`src/rtl/hs_port_arbiter.sv`:
```
// hs_port_arbiter: pauses the CPU and time-shares the core's single debug/hiscore RAM
// port between two requesters, granting one session and one single-byte access at a time.
module hs_port_arbiter #(
    parameter int unsigned AW     = 16,
    parameter int unsigned DW     = 8,
    parameter int unsigned SETTLE = 4,
    parameter int unsigned RD_LAT = 1
) (
    input  logic          clk_sys,
    input  logic          reset,
    input  logic          req_a,
    input  logic          req_b,
    output logic          gnt_a,
    output logic          gnt_b,
    input  logic          acc_valid_a,
    input  logic          acc_we_a,
    input  logic [AW-1:0] acc_addr_a,
    input  logic [DW-1:0] acc_wdata_a,
    output logic          acc_ack_a,
    input  logic          acc_valid_b,
    input  logic          acc_we_b,
    input  logic [AW-1:0] acc_addr_b,
    input  logic [DW-1:0] acc_wdata_b,
    output logic          acc_ack_b,
    output logic [DW-1:0] acc_rdata,
    output logic          pause_req,
    input  logic          paused,
    output logic [AW-1:0] ram_address,
    output logic [DW-1:0] ram_wdata,
    output logic          ram_write,
    input  logic [DW-1:0] ram_rdata
);

    typedef enum logic [2:0] {
        S_IDLE, S_PAUSE_WAIT, S_SETTLE, S_GRANT, S_READ, S_WRITE, S_RELEASE
    } state_t;

    state_t        state_q, state_d;
    logic          owner_q, owner_d;     // 0 = A, 1 = B
    logic          last_b_q, last_b_d;   // last served requester was B
    logic [3:0]    scnt_q, scnt_d;
    logic [2:0]    lcnt_q, lcnt_d;
    logic [AW-1:0] addr_q, addr_d;
    logic [DW-1:0] wdata_q, wdata_d;
    logic [DW-1:0] rdata_q, rdata_d;
    logic          gnt_a_q, gnt_a_d, gnt_b_q, gnt_b_d;
    logic          ack_a_q, ack_a_d, ack_b_q, ack_b_d;
    logic          pause_q, pause_d, wr_q, wr_d;

    logic          own_req, own_valid, own_we;
    logic [AW-1:0] own_addr;
    logic [DW-1:0] own_wdata;
    logic          done, in_session;

    assign own_req   = owner_q ? req_b       : req_a;
    assign own_valid = owner_q ? acc_valid_b : acc_valid_a;
    assign own_we    = owner_q ? acc_we_b    : acc_we_a;
    assign own_addr  = owner_q ? acc_addr_b  : acc_addr_a;
    assign own_wdata = owner_q ? acc_wdata_b : acc_wdata_a;

    always_comb begin
        state_d  = state_q;
        owner_d  = owner_q;
        last_b_d = last_b_q;
        scnt_d   = scnt_q;
        lcnt_d   = lcnt_q;
        addr_d   = addr_q;
        wdata_d  = wdata_q;
        rdata_d  = rdata_q;
        done     = 1'b0;
        case (state_q)
            S_IDLE: begin
                if (req_a || req_b) begin
                    owner_d = (req_a && req_b) ? ~last_b_q : req_b;
                    state_d = S_PAUSE_WAIT;
                end
            end
            S_PAUSE_WAIT: begin
                if (!own_req) begin
                    state_d = S_RELEASE;
                end else if (paused) begin
                    state_d = S_SETTLE;
                    scnt_d  = '0;
                end
            end
            S_SETTLE: begin
                if (!own_req) begin
                    state_d = S_RELEASE;
                end else if (!paused) begin
                    state_d = S_PAUSE_WAIT;
                    scnt_d  = '0;
                end else if (scnt_q == 4'(SETTLE - 1)) begin
                    state_d = S_GRANT;
                    scnt_d  = '0;
                end else begin
                    scnt_d = scnt_q + 4'd1;
                end
            end
            S_GRANT: begin
                // Session loss is honoured before a new access so none starts unpaused.
                if (!own_req) begin
                    state_d = S_RELEASE;
                end else if (!paused) begin
                    state_d = S_PAUSE_WAIT;
                end else if (own_valid) begin
                    addr_d = own_addr;
                    lcnt_d = '0;
                    if (own_we) begin
                        wdata_d = own_wdata;
                        state_d = S_WRITE;
                    end else begin
                        state_d = S_READ;
                    end
                end
            end
            S_WRITE: begin
                done    = 1'b1;
                state_d = S_GRANT;
            end
            S_READ: begin
                if (lcnt_q == 3'(RD_LAT - 1)) begin
                    rdata_d = ram_rdata;
                    done    = 1'b1;
                    state_d = S_GRANT;
                end else begin
                    lcnt_d = lcnt_q + 3'd1;
                end
            end
            S_RELEASE: begin
                if (!paused) begin
                    last_b_d = owner_q;
                    state_d  = S_IDLE;
                end
            end
            default: state_d = S_IDLE;
        endcase

        in_session = state_d inside {S_GRANT, S_READ, S_WRITE};
        gnt_a_d    = in_session && !owner_d;
        gnt_b_d    = in_session && owner_d;
        ack_a_d    = done && !owner_q;
        ack_b_d    = done && owner_q;
        pause_d    = state_d inside {S_PAUSE_WAIT, S_SETTLE, S_GRANT, S_READ, S_WRITE};
        wr_d       = (state_d == S_WRITE);
    end

    always_ff @(posedge clk_sys) begin
        if (reset) begin
            state_q  <= S_IDLE;
            owner_q  <= 1'b0;
            last_b_q <= 1'b1;
            scnt_q   <= '0;
            lcnt_q   <= '0;
            addr_q   <= '0;
            wdata_q  <= '0;
            rdata_q  <= '0;
            gnt_a_q  <= 1'b0;
            gnt_b_q  <= 1'b0;
            ack_a_q  <= 1'b0;
            ack_b_q  <= 1'b0;
            pause_q  <= 1'b0;
            wr_q     <= 1'b0;
        end else begin
            state_q  <= state_d;
            owner_q  <= owner_d;
            last_b_q <= last_b_d;
            scnt_q   <= scnt_d;
            lcnt_q   <= lcnt_d;
            addr_q   <= addr_d;
            wdata_q  <= wdata_d;
            rdata_q  <= rdata_d;
            gnt_a_q  <= gnt_a_d;
            gnt_b_q  <= gnt_b_d;
            ack_a_q  <= ack_a_d;
            ack_b_q  <= ack_b_d;
            pause_q  <= pause_d;
            wr_q     <= wr_d;
        end
    end

    assign gnt_a       = gnt_a_q;
    assign gnt_b       = gnt_b_q;
    assign acc_ack_a   = ack_a_q;
    assign acc_ack_b   = ack_b_q;
    assign acc_rdata   = rdata_q;
    assign pause_req   = pause_q;
    assign ram_address = addr_q;
    assign ram_wdata   = wdata_q;
    assign ram_write   = wr_q;

endmodule
```
`config.mk`:
```
export PLATFORM = sky130hd
export DESIGN_NAME = hs_port_arbiter
export DESIGN_NICKNAME = d
export VERILOG_FILES = /design/src/rtl/hs_port_arbiter.sv
export SDC_FILE = /design/constraint.sdc
export NUM_CORES = 1
export LEC_CHECK = 0
export CAP_MARGIN = 20
export CORE_UTILIZATION = 40
export DETAILED_ROUTE_END_ITERATION = 10
export GPL_ROUTABILITY_DRIVEN = 1
export PLACE_DENSITY = 0.77
export REMOVE_ABC_BUFFERS = 1
export SKIP_LAST_GASP = 1
export SYNTH_ARGS = -nofsm -noshare
export SYNTH_HDL_FRONTEND = slang
export SYNTH_SLANG_ARGS = --single-unit
```
`constraint.sdc`:
```
create_clock -name clk_sys -period 5 [get_ports clk_sys]
set_input_delay 0.5 -clock clk_sys [delete_from_list [all_inputs] [get_ports clk_sys]]
set_output_delay 0.5 -clock clk_sys [all_outputs]
set_load 0.05 [all_outputs]
```
==> results.sh <==
export IMPL_status="finished clean"
export IMPL_endpoint="ram_wdata[7]"
export IMPL_grt_max_degree=49
export IMPL_grt_pass1_wl_mm=8.45
export IMPL_synth_area_per_cell_sq_um=8.76
export IMPL_ctsHoldBuffers=0
export IMPL_first_pass_iters=4
export IMPL_whs_ps=476
export IMPL_syn_inst=265
export IMPL_crit_start="owner_q"
export IMPL_post_cts_setup_buffers=0
export IMPL_cts_max_level=2
export IMPL_finalHoldViolations=0
export IMPL_io_pins=103
export IMPL_relSlewSlack_pct=41.7
export IMPL_diodes=0
export IMPL_worstSetupEndpointType="flip-flop"
export IMPL_crit_path_max_incr_delay_ps=910
export IMPL_path_clk_slew_ps=90
export IMPL_grt_pass1_vias=1908
export IMPL_finClkSkew_ps=8.24
export IMPL_area_delta_synth_final_pct=49.6
export IMPL_layout_drive_gt1_share_pct=5.01
export IMPL_route_vias_total=2123
export IMPL_layout_min_cycle_time_ps=3040
export IMPL_cts_buffer_depth=2
export IMPL_worstPathArrival_ps=3250
export IMPL_clkLatencyLatePin_ps=300
export IMPL_drt_iter0_markers=102
export IMPL_hpwl_mm=3.78
export IMPL_crit_type="flip-flop to flip-flop"
export IMPL_coreArea_sq_um=5540
export IMPL_finalSetupViolCount=0
export IMPL_p_leak_nw=1.15
export IMPL_timing_fmax_mhz=328
export IMPL_peakVddDrop_mv=0.198
export IMPL_ys_types=38
export IMPL_rsz0062_at_grt="no"
export IMPL_clock_root_buffer="clkbuf_8"
export IMPL_clock_sinks=50
export IMPL_dieArea_sq_um=6110
export IMPL_placed_cell_area_sq_um=3350
export IMPL_grt_antenna_before_repair=0
export IMPL_drv_cap=0
export IMPL_grt_overflow=0
export IMPL_cts_resized=0
export IMPL_startpoint_type="flip-flop"
export IMPL_start_util_pct=41.9
export IMPL_r2r_end="ram_wdata[7]"
export IMPL_powerDensity_nw_per_um2=295
export IMPL_globalplace_congestion=0.827
export IMPL_ff2ff_setup_slack_ps=1960
export IMPL_drt_wl_total_mm=5.12
export IMPL_tightest_slew_ps=874
export IMPL_ys_flop_type="dfxtp_1"
export IMPL_min_path_type="flip-flop to flip-flop"
export IMPL_crit_slowest_cell="dfxtp_2"
export IMPL_grtUsageTotal_pct=17.1
export IMPL_slew_violations=0
export IMPL_r2r_cells=7
export IMPL_ys_top_cells_by_area="dfxtp_1, mux2i_1, a211oi_1, nor2_1, a21oi_1"
export IMPL_synth_async_reset_ratio_pct=0
export IMPL_viasPerCell=4.93
export IMPL_critPathMostFrequentCell="buf_4"
export IMPL_yosysWarnings=0
export IMPL_synth_top_area_share_pct=43.1
export IMPL_synth_top_area_cell="dfxtp_1"
export IMPL_die_x_microns=78.2
export IMPL_ant_nets=0
export IMPL_ys_seq_area_share_pct=43.1
export IMPL_rows=27
export IMPL_finalSetupTns_ps=0
export IMPL_cp_max_fo=36
export IMPL_synth_area_sq_um=2320
export IMPL_nets=426
export IMPL_p_total_mw=1.02
export IMPL_cts_tree="yes"
export IMPL_cp_required_ps=5210
export IMPL_drc=0
export IMPL_cts_buffers=5
export IMPL_final_area_sq_um=3470
export IMPL_post_drt_wl_per_cell_microns=11.9
export IMPL_period_share_pct=60.9
export IMPL_die_h_microns=78.2
export IMPL_utilization_pct=62.7
export IMPL_critical_path_cell_chain="mux2i_1, nor4_4, buf_4, nor2b_1, buf_4, nor2_1, a211oi_1"
export IMPL_ys_ff_latch=50
export IMPL_reg2reg_from="owner_q"
export IMPL_synth_edf_count=0
export IMPL_io_buffers=102
## cells by family after synthesis
logic type,Yosys count,share of synthesized area (%)
xor gates and xnor gates,1,0.377
and+or+nand+nor,87,17.7
DFF,50,43.1
AOI/OAI and AO/OA,71,20.5
adders and majority gates,3,1.62
muxes,27,11.8
buffers and inverters,26,4.90
## worst max-delay path: cells and delay by family (launching register included)
kind | cells | cell delay, ps
compound gates | 1 | 220
buf+inv | 2 | 620
flops | 1 | 910
mux | 1 | 320
simple gates | 3 | 870
## Yosys cell counts, types with 2 or more instances
library cell and count:
o21ai_0 13, or2_2 2, nor3_1 6, or3_1 3, a211o_1 2, nand2_1 15, inv_1 8, a21oi_1 17
nand3_1 2, a31oi_1 2, clkbuf_1 11, a211oi_2 2, o21bai_1 3, mux2i_1 26, dfxtp_1 50, ha_1 3
nor2b_1 5, a22oi_1 2, nand2b_1 3, nor3b_1 2, nor2_1 44, o31a_1 2, a211oi_1 23, buf_2 4
nand3b_1 2
## routing by layer
layer | vias up | wire length [microns] | GRT usage [%]
met1 | 928 | 2290 | 21.7
met3 | 7 | 376 | 5.81
met4 | 0 | 44 | 4.44
li1 | 1127 | - | -
met5 | - | 0 | 0
met2 | 61 | 2400 | 27.6
## registers in the layout, summed over array words and instances, names as in the netlist, 3 cells and up
signal       cells
ram_wdata        8
ram_address     16
lcnt_q           3
scnt_q           4
state_q          3
acc_rdata        8
## worst min-delay path by stage
stage | endpoint | slack (ps) | depth (start not counted) | startpoint
after CTS | acc_rdata[7] | 480 | 2 | acc_rdata[7]
after floorplan | last_b_q | 440 | 1 | last_b_q
final | acc_rdata[0] | 480 | 2 | acc_rdata[0]
after detailed placement | acc_rdata[7] | 470 | 2 | acc_rdata[7]
after global placement | acc_rdata[2] | 460 | 2 | acc_rdata[2]
after global routing | scnt_q[1] | 510 | 2 | scnt_q[1]
## final cells by class
type / instances / area [sq um]
fillers: 500 / 2070
multi-input cells: 189 / 1210
repair buffers: 104 / 1030
flip-flops and latches: 50 / 1000
well taps: 72 / 90.1
clock buffers: 5 / 68.8
clock inverters: 3 / 43.8
inverters: 8 / 30.0
## where the power goes
group          internal, mW  switching [mW]  total [mW]
Sequential            0.421          0.0400       0.461
Clock                 0.150           0.133       0.283
Combinational         0.134           0.147       0.281
Total                 0.705           0.319        1.02
## metrics by stage
| step | setup slack, ps | std cells |
|---|---|---|
| floorplan | 1290 | 247 |
| global placement | 1940 | 422 |
| detailed placement | 1830 | 422 |
| CTS | 1820 | 430 |
| global route | 1690 | 431 |
| finish | 1960 | 431 |
## cell usage in the layout, fill, tap and decap left out, types with 6 or more instances in the layout
master and instances:
inv_1 8, nor2_1 44, nand2_1 15, nor3_1 6
mux2i_1 26, a211oi_1 23, clkdlybuf4s50_1 101, dfxtp_1 49
o21ai_0 13, a21oi_1 17
Power figures use the tool's default switching activity.
